[config.mk]
export PLATFORM = sky130hd
export DESIGN_NAME = keypad_debounce
export DESIGN_NICKNAME = d
export VERILOG_FILES = /design/src/rtl/keypad_pkg.sv /design/src/rtl/key_debounce_cell.sv /design/src/rtl/keypad_debounce.sv
export SDC_FILE = /design/constraint.sdc
export NUM_CORES = 1
export LEC_CHECK = 0
export CORE_MARGIN = 10
export CORE_UTILIZATION = 35
export CTS_CLUSTER_SIZE = 25
export DETAILED_ROUTE_END_ITERATION = 10
export PLACE_DENSITY = 0.5
export SLEW_MARGIN = 20
export SYNTH_ARGS = -nofsm -noshare
export SYNTH_HDL_FRONTEND = slang
export SYNTH_SLANG_ARGS = --single-unit
[constraint.sdc]
create_clock -name clk -period 2.6 [get_ports clk]
set_input_delay 0.52 -clock clk [delete_from_list [all_inputs] [get_ports clk]]
set_output_delay 0.52 -clock clk [all_outputs]
set_load 0.01 [all_outputs]
[src/rtl/keypad_pkg.sv]
// Shared types and helpers for the keypad debounce front-end:
// key width, FSM state encoding and one-hot decode helpers.
package keypad_pkg;

    localparam int unsigned KEY_W  = 4;
    localparam int unsigned CODE_W = 2;

    typedef enum logic [0:0] {
        ST_IDLE = 1'b0,
        ST_HELD = 1'b1
    } kp_state_e;

    function automatic logic is_onehot(input logic [KEY_W-1:0] v);
        return (v != {KEY_W{1'b0}}) && ((v & (v - KEY_W'(1))) == {KEY_W{1'b0}});
    endfunction

    // Only meaningful for a one-hot argument; bits are OR-ed so no priority logic is built.
    function automatic logic [CODE_W-1:0] onehot_to_index(input logic [KEY_W-1:0] oh);
        logic [CODE_W-1:0] idx;
        idx = {CODE_W{1'b0}};
        for (int i = 0; i < int'(KEY_W); i++) begin
            idx = idx | (oh[i] ? CODE_W'(i) : {CODE_W{1'b0}});
        end
        return idx;
    endfunction

endpackage

[src/rtl/key_debounce_cell.sv]
// One push-button lane: two-flop synchroniser followed by a saturating
// stability counter that commits a new debounced level after a full quiet run.
module key_debounce_cell #(
    parameter int unsigned DEBOUNCE_CYCLES = 1000000,
    parameter int unsigned CNT_W           = 20
) (
    input  logic clk,
    input  logic reset,
    input  logic raw_in,
    output logic db_out
);

    localparam logic [CNT_W-1:0] CNT_LAST = CNT_W'(DEBOUNCE_CYCLES - 1);
    localparam logic [CNT_W-1:0] CNT_ZERO = {CNT_W{1'b0}};

    logic             sync1_q, sync1_d;
    logic             sync2_q, sync2_d;
    logic             db_q, db_d;
    logic [CNT_W-1:0] cnt_q, cnt_d;

    // Next-state: any sample agreeing with the committed level restarts the run.
    always_comb begin
        sync1_d = raw_in;
        sync2_d = sync1_q;
        db_d    = db_q;
        cnt_d   = CNT_ZERO;
        if (sync2_q == db_q) begin
            cnt_d = CNT_ZERO;
        end else if (cnt_q == CNT_LAST) begin
            db_d  = sync2_q;
            cnt_d = CNT_ZERO;
        end else begin
            cnt_d = cnt_q + CNT_W'(1);
        end
    end

    // Lane state registers.
    always_ff @(posedge clk) begin
        if (reset) begin
            sync1_q <= 1'b0;
            sync2_q <= 1'b0;
            db_q    <= 1'b0;
            cnt_q   <= CNT_ZERO;
        end else begin
            sync1_q <= sync1_d;
            sync2_q <= sync2_d;
            db_q    <= db_d;
            cnt_q   <= cnt_d;
        end
    end

    assign db_out = db_q;

endmodule

[src/rtl/keypad_debounce.sv]
// Keypad front-end: debounces four buttons and emits at most one clean
// one-hot key event per press, flagging ambiguous simultaneous presses.
module keypad_debounce
    import keypad_pkg::*;
#(
    parameter int unsigned DEBOUNCE_CYCLES = 1000000,
    parameter int unsigned CNT_W           = 20
) (
    input  logic              clk,
    input  logic              reset,
    input  logic [KEY_W-1:0]  raw_key,
    input  logic              en,
    output logic [KEY_W-1:0]  key,
    output logic [CODE_W-1:0] key_code,
    output logic              key_valid,
    output logic              multi_err,
    output logic              busy
);

    logic [KEY_W-1:0]  db_s;
    logic              db_any_s;

    kp_state_e         state_q, state_d;
    logic [KEY_W-1:0]  key_q, key_d;
    logic [CODE_W-1:0] key_code_q, key_code_d;
    logic              key_valid_q, key_valid_d;
    logic              multi_err_q, multi_err_d;
    logic              busy_q, busy_d;

    for (genvar g = 0; g < int'(KEY_W); g++) begin : g_cell
        key_debounce_cell #(
            .DEBOUNCE_CYCLES (DEBOUNCE_CYCLES),
            .CNT_W           (CNT_W)
        ) u_cell (
            .clk    (clk),
            .reset  (reset),
            .raw_in (raw_key[g]),
            .db_out (db_s[g])
        );
    end

    assign db_any_s = (db_s != {KEY_W{1'b0}});

    // State register.
    always_ff @(posedge clk) begin
        if (reset) begin
            state_q <= ST_IDLE;
        end else begin
            state_q <= state_d;
        end
    end

    // Next-state: HELD lasts until every debounced key is released.
    always_comb begin
        state_d = state_q;
        case (state_q)
            ST_IDLE: begin
                if (db_any_s) begin
                    state_d = ST_HELD;
                end else begin
                    state_d = ST_IDLE;
                end
            end
            ST_HELD: begin
                if (db_any_s) begin
                    state_d = ST_HELD;
                end else begin
                    state_d = ST_IDLE;
                end
            end
            default: state_d = ST_IDLE;
        endcase
    end

    // Output decode: events only on the IDLE->HELD transition and only when enabled.
    always_comb begin
        key_d       = {KEY_W{1'b0}};
        key_code_d  = {CODE_W{1'b0}};
        key_valid_d = 1'b0;
        multi_err_d = 1'b0;
        busy_d      = db_any_s;
        case (state_q)
            ST_IDLE: begin
                if (db_any_s && en) begin
                    if (is_onehot(db_s)) begin
                        key_d       = db_s;
                        key_code_d  = onehot_to_index(db_s);
                        key_valid_d = 1'b1;
                    end else begin
                        multi_err_d = 1'b1;
                    end
                end else begin
                    key_valid_d = 1'b0;
                end
            end
            ST_HELD: begin
                key_valid_d = 1'b0;
            end
            default: begin
                key_valid_d = 1'b0;
            end
        endcase
    end

    // Output registers.
    always_ff @(posedge clk) begin
        if (reset) begin
            key_q       <= {KEY_W{1'b0}};
            key_code_q  <= {CODE_W{1'b0}};
            key_valid_q <= 1'b0;
            multi_err_q <= 1'b0;
            busy_q      <= 1'b0;
        end else begin
            key_q       <= key_d;
            key_code_q  <= key_code_d;
            key_valid_q <= key_valid_d;
            multi_err_q <= multi_err_d;
            busy_q      <= busy_d;
        end
    end

    assign key       = key_q;
    assign key_code  = key_code_q;
    assign key_valid = key_valid_q;
    assign multi_err = multi_err_q;
    assign busy      = busy_q;

endmodule

Word-level counts from Yosys, hierarchy flattened
Cells that the tools add are included.
- add/subtract/negate cells: 5
- equality and inequality tests: 8
- muxes and demuxes: 8
- bitwise logic cells: 10
- reductions and logical operators: 14
- operators by type and width (kind ; number):
    adder 20 x 1 -> 20 bit (second input constant) ; 4
    == test 20 bit (second input constant) ; 4
    OR reduction 3 bit ; 5
    AND reduction 2 bit ; 4
    inverter 1 bit ; 7
    2-to-1 mux 1 bit ; 5
    AND 4 bit ; 1
    == test 1 bit ; 4
    zero test 4 bit ; 1
    2-to-1 mux 2 bit ; 2
    nonzero test 4 bit ; 1
    OR reduction 4 bit ; 1
    subtractor 4 x 1 -> 4 bit (second input constant) ; 1
    logical AND 1 bit ; 2
    OR 1 x 2 -> 2 bit ; 1
    OR 2 bit ; 1
    one-hot mux 1 bit (2 select lines) ; 1
- flip-flop bits (word level): 102
- input bits: 7
- output and inout port bits: 9
- logic and storage cells: 67

Longest topological paths before layout
Gate-level depths: netlist of run 1.
- depth in word-level cells: 7
- gate-level depth with buffers: 6
- depth with buffers taken out: 5

Cells and area by module
A second synthesis of run 1 with hierarchy kept.
- cells, all modules: 496
- area total of the unflattened synthesis: 4565.6 sq um
- modules (own cells, without submodules) (module ; times used ; cells an instance ; area each (sq um) ; seq. area each (sq um)):
    key_debounce_cell ; 4 ; 116 ; 1058.5 ; 460.4
    keypad_debounce ; 1 ; 32 ; 331.6 ; 180.2

Least setup slack after synthesis of run 1
OpenSTA, ideal clock, no wires.
- path type: register -> register
- start point: register g_cell[1].u_cell.cnt_q[0]
- end point: register g_cell[1].u_cell.cnt_q[18]
- setup time: 0.070 ns
- arrival time: 1.825 ns
- slack: 0.705 ns
- cell stages (with the launch flop): 7
- path through: dfxtp_1 ha_1 nand3_1 or3_1 clkbuf_1 or4_1 a21oi_1
- longest elaborated chain between the ends: 2
- elaborated cells on any way between the ends: 3
- classes of those cells: add/sub (1); eq/ne (1); reduce/logical (1)
- RTL lines (item ; line ; text):
    start: declaration ; key_debounce_cell.sv:19 ; logic [CNT_W-1:0] cnt_q, cnt_d;
    start signal: assignment ; key_debounce_cell.sv:48 ; cnt_q <= cnt_d;
    branches (longest 2 deep; another with adder 20 x 1 -> 20 bit) ; n/a ;
Parallel ways; which one is timed is not known.
A chain may end at the register's enable or synchronous reset.

Final worst setup path of run 1
- start point: register g_cell[3].u_cell.cnt_q[12]
- end point: register g_cell[3].u_cell.cnt_q[12]
- longest elaborated chain between the ends: 2
- elaborated cells on any way between the ends: 3
- classes of those cells: add/sub (1); eq/ne (1); reduce/logical (1)
- RTL lines (item ; line):
    start: declaration ; key_debounce_cell.sv:19
    start signal: assignment ; key_debounce_cell.sv:48
    branches (longest 2 deep; another with adder 20 x 1 -> 20 bit) ; n/a
Parallel ways; which one is timed is not known.

==> reports/metrics.cfg, run 1 <==
[global_routing]
grt_use_total_pct = 10.2
grt_pass1_wl_um = 14900
grt_pass1_vias = 3148
grt_max_degree = 21
antenna_found_initial = 0
gr-total-overflow = 0

[placed_design]
hpwlAfterDp_um = 6040
placedInstanceArea_um2 = 4660
port_buffers = 15
post-place-ws_ps = 458
place_congestion = 0.779

[flow_run]
maxCapViolations = 0

[clocking]
hold_buffers = 0
cts_tree = done
htree_num_levels = 3
clk_pin_slew_ps = 70
cts_buffers = 9
post-cts-setup-buffers = 0
clk_path_buf_depth = 2
insertion_delay_ps = 340
root_buffer = clkbuf_16
cts_sinks = 101
cts_resized = 0

[routing]
ant_nets = 0
drc = 0
detail_route.wl_per_cell_um = 12.7
via_per_inst = 4.93
firstDrtPassIters = 4
routed_wl_um = 8540
dr_total_vias = 3325
dr.first_iter.drc_count = 203

[die]
design.core.area_um2 = 12100
die_h_um = 131
die_area_um2 = 17300
fp.dieW_um = 131
initial_core_util_pct = 36.0
io_pins = 16
rows = 40

[timing]
tns_ps = 0
slew_headroom_pct = 63.3
hold_viol = 0
min_period_ps = 2090
tightest_slew_ps = 547
skew_ps = 11.0
fmax_mhz = 478
fin_crit_sh_pct = 80.5
setup_slack_ps = 508
rsz0062_at_grt = false
setup_violations = 0
finalMaxSlewViolations = 0
hold_slack_ps = 441

[critical_path]
path_cells = or4_1, or4_4, o21ai_4, nor2_1
cp_data_required_time_ps = 2810
endpoint_kind = flip-flop
crit_arrival_ps = 2300
worstSetupPathType = flip-flop to flip-flop
slowest_stage = or4_1
rr_worst_depth = 4
cp_max_fo = 19
critPathMaxStageDelay_ps = 530
critPathLaunchType = flip-flop

[status]
status = completed

[final_layout]
diodes = 0
nNetsFinal = 513
final_common_cell = dfxtp_1
final_cell_mix = 101 x dfxtp_1, 62 x nor2_1, 32 x xnor2_1
fin_area_um2 = 4930
drive_gt1_share_pct = 5.33
area_growth_pct = 13.6

[yosys]
syn-instance-count = 487
syn_area_um2 = 4340
synth_top_area_share_pct = 46.6
synth_top_area_cell = dfxtp_1
synth.distinct_cells = 41
synth.net_count = 498
avgSynthCellArea_um2 = 8.92
ys_seq_area_share_pct = 46.6
synth-seq-cells = 101
synth_area_leaders = dfxtp_1 47%, xnor2_1 6.5%, nor2_1 5.4%
yosys_warnings = 0

[power]
power_w = 0.00283
seqPwrFrac_pct = 55.0
irDropWorstVdd_v = 0.000392
clkPwrFrac_pct = 43.6
swShare_pct = 20.6
cellPowerDensity_nw_per_um2 = 574
power.switching_w = 0.000584
p_int_w = 0.00225
comb_power_share_pct = 1.4
p_leak_nw = 1.42

[worst_hold_path]
hold_path.class = flip-flop to flip-flop
hold_depth = 1

-- cell usage after synthesis, drive strengths merged --
library cell,n
or3,16
nand4b,1
nor3b,1
or4,20
o21a,3
nand2,23
or4b,4
o211ai,1
and2,8
and3,4
nor4,9
nand3b,1
inv,19
o21ai,19
clkbuf,11
dfxtp,101
ha,4
nor2b,9
nor4bb,2
buf,4
o21ba,1
nor2,62
nand4,18
nand3,26
and3b,1
a21oi,28
nand4bb,1
or2,4
and4,7
xor2,21
xnor2,32
o31ai,13
nor4b,1
nor3,12
-- critical path: cells and delay by family (launching register included) --
family           cells  cell delay (ps)
AO/OA/AOI/OAI        1              440
flip-flops           1              350
AND/OR/NAND/NOR      3             1160
-- per-stage QoR --
| stage | instances | util, % |
|---|---|---|
| global route | 675 | 40.9 |
| floorplan | 487 | - |
| CTS | 675 | 40.9 |
| global placement | 659 | 38.7 |
| finish | 675 | 40.9 |
| detailed placement | 659 | 38.7 |
-- metal layers --
metal	track usage, %	part of all wire, %
met1	12.8	49
met2	15.9	45
met3	3.93	4.4
met4	2.60	1.1
met5	0	0
-- registers in the layout, indices dropped and copies added (netlist names) --
signal and flops:
multi_err 1, g_cell.u_cell.sync2_q 4, g_cell.u_cell.sync1_q 4, state_q 1, key_valid 1, key 4, key_code 2, g_cell.u_cell.cnt_q 80
g_cell.u_cell.db_out 4
-- power groups by stage --
stage / Sequential, W / Combinational, W / Clock [W]
after CTS: 0.00156 / 0.0000406 / 0.00129
final: 0.00156 / 0.0000390 / 0.00124
after floorplan: 0.00159 / 0.0000232 / 0
after detailed placement: 0.00159 / 0.0000401 / 0
after global placement: 0.00159 / 0.0000395 / 0
after global routing: 0.00156 / 0.0000444 / 0.00135
-- cells by family (layout without fill, tap and decap cells) --
group,Yosys count,in the layout,share of synthesized area [%]
buf+inv,34,54,3.26
compound gates,65,65,9.10
simple gates,230,230,29.2
fa+ha+maj,4,4,1.15
flops,101,101,46.6
xor+xnor,53,53,10.7
-- layout make-up --
class	count	area, um2
Fill cell	1255	7130
Multi-Input combinational cell	352	2180
Sequential cell	101	2020
Clock buffer	13	250
Tap cell	168	210
Timing Repair Buffer	19	180
Inverter	19	71.3
Clock inverter	3	21.3
-- worst paths after layout --
kind / from / end / slack, ps
max: g_cell[3].u_cell.cnt_q[12] / g_cell[3].u_cell.cnt_q[12] / 510
min: g_cell[3].u_cell.sync1_q / g_cell[3].u_cell.sync2_q / 440
max reg2reg: g_cell[3].u_cell.cnt_q[12] / g_cell[3].u_cell.cnt_q[12] / 510
min reg2reg: g_cell[3].u_cell.sync1_q / g_cell[3].u_cell.sync2_q / 440
No activity file was read; power rests on OpenSTA's default activity.
==> run 2: changes to the inputs <==
clock period = 2.1 ns   (was 2.6 ns; I/O delays follow)
==> run 2 against run 1 <==
Sequential share of layout area is 1.4 points lower. Global-route usage hardly changed. Combinational power is 36% higher. Die area stayed put. Sequential power is 24% higher. Critical path depth stayed put. Count of clock-buffer cells in the layout stayed put. Total power is 28% higher. Wire length is 0.68% higher. Hold slack worse by 2.8 ps. Sequential cell count stayed put. Maximum frequency is 8.2% higher.
==> reports/metrics.cfg, run 2 (synthesis results as in run 1) <==
[clocking]
cts_buffers = 9  ; unchanged
cts_sinks = 101  ; unchanged
clk_path_buf_depth = 2  ; unchanged
hold_buffers = 0  ; unchanged
clk_pin_slew_ps = 70  ; about the same
insertion_delay_ps = 350  ; was 340 ps
htree_num_levels = 3  ; unchanged
root_buffer = clkbuf_16  ; unchanged
cts_tree = done  ; unchanged

[routing]
dr.first_iter.drc_count = 205  ; was 203
detail_route.wl_per_cell_um = 12.4  ; was 12.7 um
via_per_inst = 4.91  ; was 4.93
ant_nets = 0  ; unchanged
dr_total_vias = 3390  ; was 3,325
routed_wl_um = 8600  ; was 8540 um
drc = 0  ; unchanged
firstDrtPassIters = 4  ; unchanged

[final_layout]
largest_reg_flops = 80  ; unchanged
largest_register = g_cell.u_cell.cnt_q  ; unchanged
final_common_cell = dfxtp_1  ; unchanged
diodes = 0  ; unchanged
final_cell_mix = 101 x dfxtp_1, 62 x nor2_1, 32 x xnor2_1  ; unchanged
nNetsFinal = 529  ; was 513
nFillCells = 1223  ; was 1,255
drive_gt1_share_pct = 8.80  ; was 5.33%
area_growth_pct = 17.7  ; was 13.6%

[critical_path]
worstSetupPathType = flip-flop to flip-flop  ; unchanged
path_depth = 4  ; unchanged
slowest_stage = or4_1  ; unchanged
r2r_end = g_cell[3].u_cell.db_out  ; was g_cell[3].u_cell.cnt_q[12]
rr_worst_depth = 4  ; unchanged
critPathMaxStageDelay_ps = 530  ; about the same
r2r_start = g_cell[3].u_cell.cnt_q[12]  ; unchanged
critPathLaunchType = flip-flop  ; unchanged
cp_max_fo = 5  ; was 19
r2r_setup_slack_ps = 170  ; was 510 ps
critPathTopFamily = simple AND/OR/NAND/NOR gates  ; unchanged
cp_data_required_time_ps = 2380  ; was 2810 ps
crit_start = g_cell[3].u_cell.cnt_q[12]  ; unchanged
endpoint_kind = flip-flop  ; unchanged
endpoint = g_cell[3].u_cell.db_out  ; was g_cell[3].u_cell.cnt_q[12]
path_cells = or4_1, or4_4, or3_1, a21oi_1  ; was or4_1, or4_4, o21ai_4, nor2_1
path_buf_inv = 0  ; unchanged
crit_arrival_ps = 2210  ; was 2300 ps

[status]
status = completed  ; unchanged

[timing]
hold_viol = 0  ; unchanged
finalMaxSlewViolations = 0  ; unchanged
tns_ps = 0  ; unchanged
fmax_mhz = 517  ; was 478 MHz
setup_violations = 0  ; unchanged
rsz0062_at_grt = false  ; unchanged
min_period_ps = 1930  ; was 2090 ps
fin_crit_sh_pct = 92.1  ; was 80.5%
hold_slack_ps = 438  ; was 441 ps
slew_headroom_pct = 70.6  ; was 63.3%
tightest_slew_ps = 441  ; was 547 ps
skew_ps = 8.19  ; was 11.0 ps

[global_routing]
grt_max_degree = 21  ; unchanged
gr-total-overflow = 0  ; unchanged
antenna_found_initial = 0  ; unchanged
grt_use_total_pct = 10.2  ; about the same
grt_pass1_wl_um = 14800  ; was 14,900 um
grt_pass1_vias = 3134  ; was 3,148

[power]
irDropWorstVdd_v = 0.000459  ; was 0.000392 V
p_leak_nw = 1.53  ; was 1.42 nW
cellPowerDensity_nw_per_um2 = 708  ; was 574 nW/um2

[die]
fp.dieW_um = 131  ; unchanged
initial_core_util_pct = 36.0  ; unchanged
die_h_um = 131  ; unchanged
rows = 40  ; unchanged
design.core.area_um2 = 12100  ; unchanged
die_area_um2 = 17300  ; unchanged
io_pins = 16  ; unchanged

[placed_design]
place_congestion = 0.782  ; was 0.779
hpwlAfterDp_um = 6070  ; was 6040 um
port_buffers = 15  ; unchanged

[worst_hold_path]
hold_path.class = flip-flop to flip-flop  ; unchanged

[flow_run]
maxCapViolations = 0  ; unchanged

## run 2: cell type report
class                      instances  area, um2  area share (%)
clock buffer                      13        270            5.29
clock inverter                     3       26.3           0.514
inverter                          19       71.3            1.40
multi-input combinational        352       2180            42.8
sequential                       101       2020            39.6
tap                              168        210            4.11
timing repair buffer              35        325            6.37
## run 2: worst register-to-register path: cells and delay by family, from the launching register on
kind	cells	cell delay (ps)
AND/OR/NAND/NOR	3	1370
flip-flops	1	360
AO/OA/AOI/OAI	1	140
## run 2: timing repair
action / in CTS / in global routing
setup endpoints to repair: 0 / 2
setup buffers: 0 / 3
resized for setup: 0 / 1
## run 2: how the worst min path moves through the flow
stage                                        start                  endpoint  slack (ps)  depth (start not counted)
final                     g_cell[3].u_cell.sync1_q  g_cell[3].u_cell.sync2_q         440                          1
after global placement    g_cell[0].u_cell.sync1_q  g_cell[0].u_cell.sync2_q         420                          1
after CTS                 g_cell[3].u_cell.sync1_q  g_cell[3].u_cell.sync2_q         440                          1
after global routing      g_cell[3].u_cell.sync1_q  g_cell[3].u_cell.sync2_q         470                          1
after detailed placement  g_cell[0].u_cell.sync1_q  g_cell[0].u_cell.sync2_q         430                          1
after floorplan           g_cell[0].u_cell.sync1_q  g_cell[0].u_cell.sync2_q         410                          1
## run 2: through the flow
| stage | power [W] | utilization [%] | setup slack [ps] | instance area (um2) | cells |
|---|---|---|---|---|---|
| after floorplan | 0.00200 | - | 205 | 4340 | 487 |
| after global placement | 0.00203 | 39.7 | 114 | 4790 | 672 |
| after detailed placement | 0.00203 | 39.7 | 47.1 | 4790 | 672 |
| after CTS | 0.00369 | 42.1 | 91.8 | 5080 | 688 |
| after global routing | 0.00376 | 42.4 | 57.8 | 5110 | 691 |
| final | 0.00362 | 42.4 | 166 | 5110 | 691 |
## run 2: where the power goes
part | switching, W | internal [W]
combinational | 0.0000262 | 0.0000271
clock | 0.000725 | 0.000913
sequential | 0.00000471 | 0.00192
## run 2: routing by layer
metal / GRT usage, % / wire length, um / up-vias / part of all wire [%]
li1: - / - / 1789 / -
met1: 12.8 / 4350 / 1551 / 51
met2: 15.7 / 3830 / 41 / 44
met3: 3.70 / 297 / 9 / 3.5
met4: 3.58 / 128 / 0 / 1.5
met5: 0 / 0 / - / 0
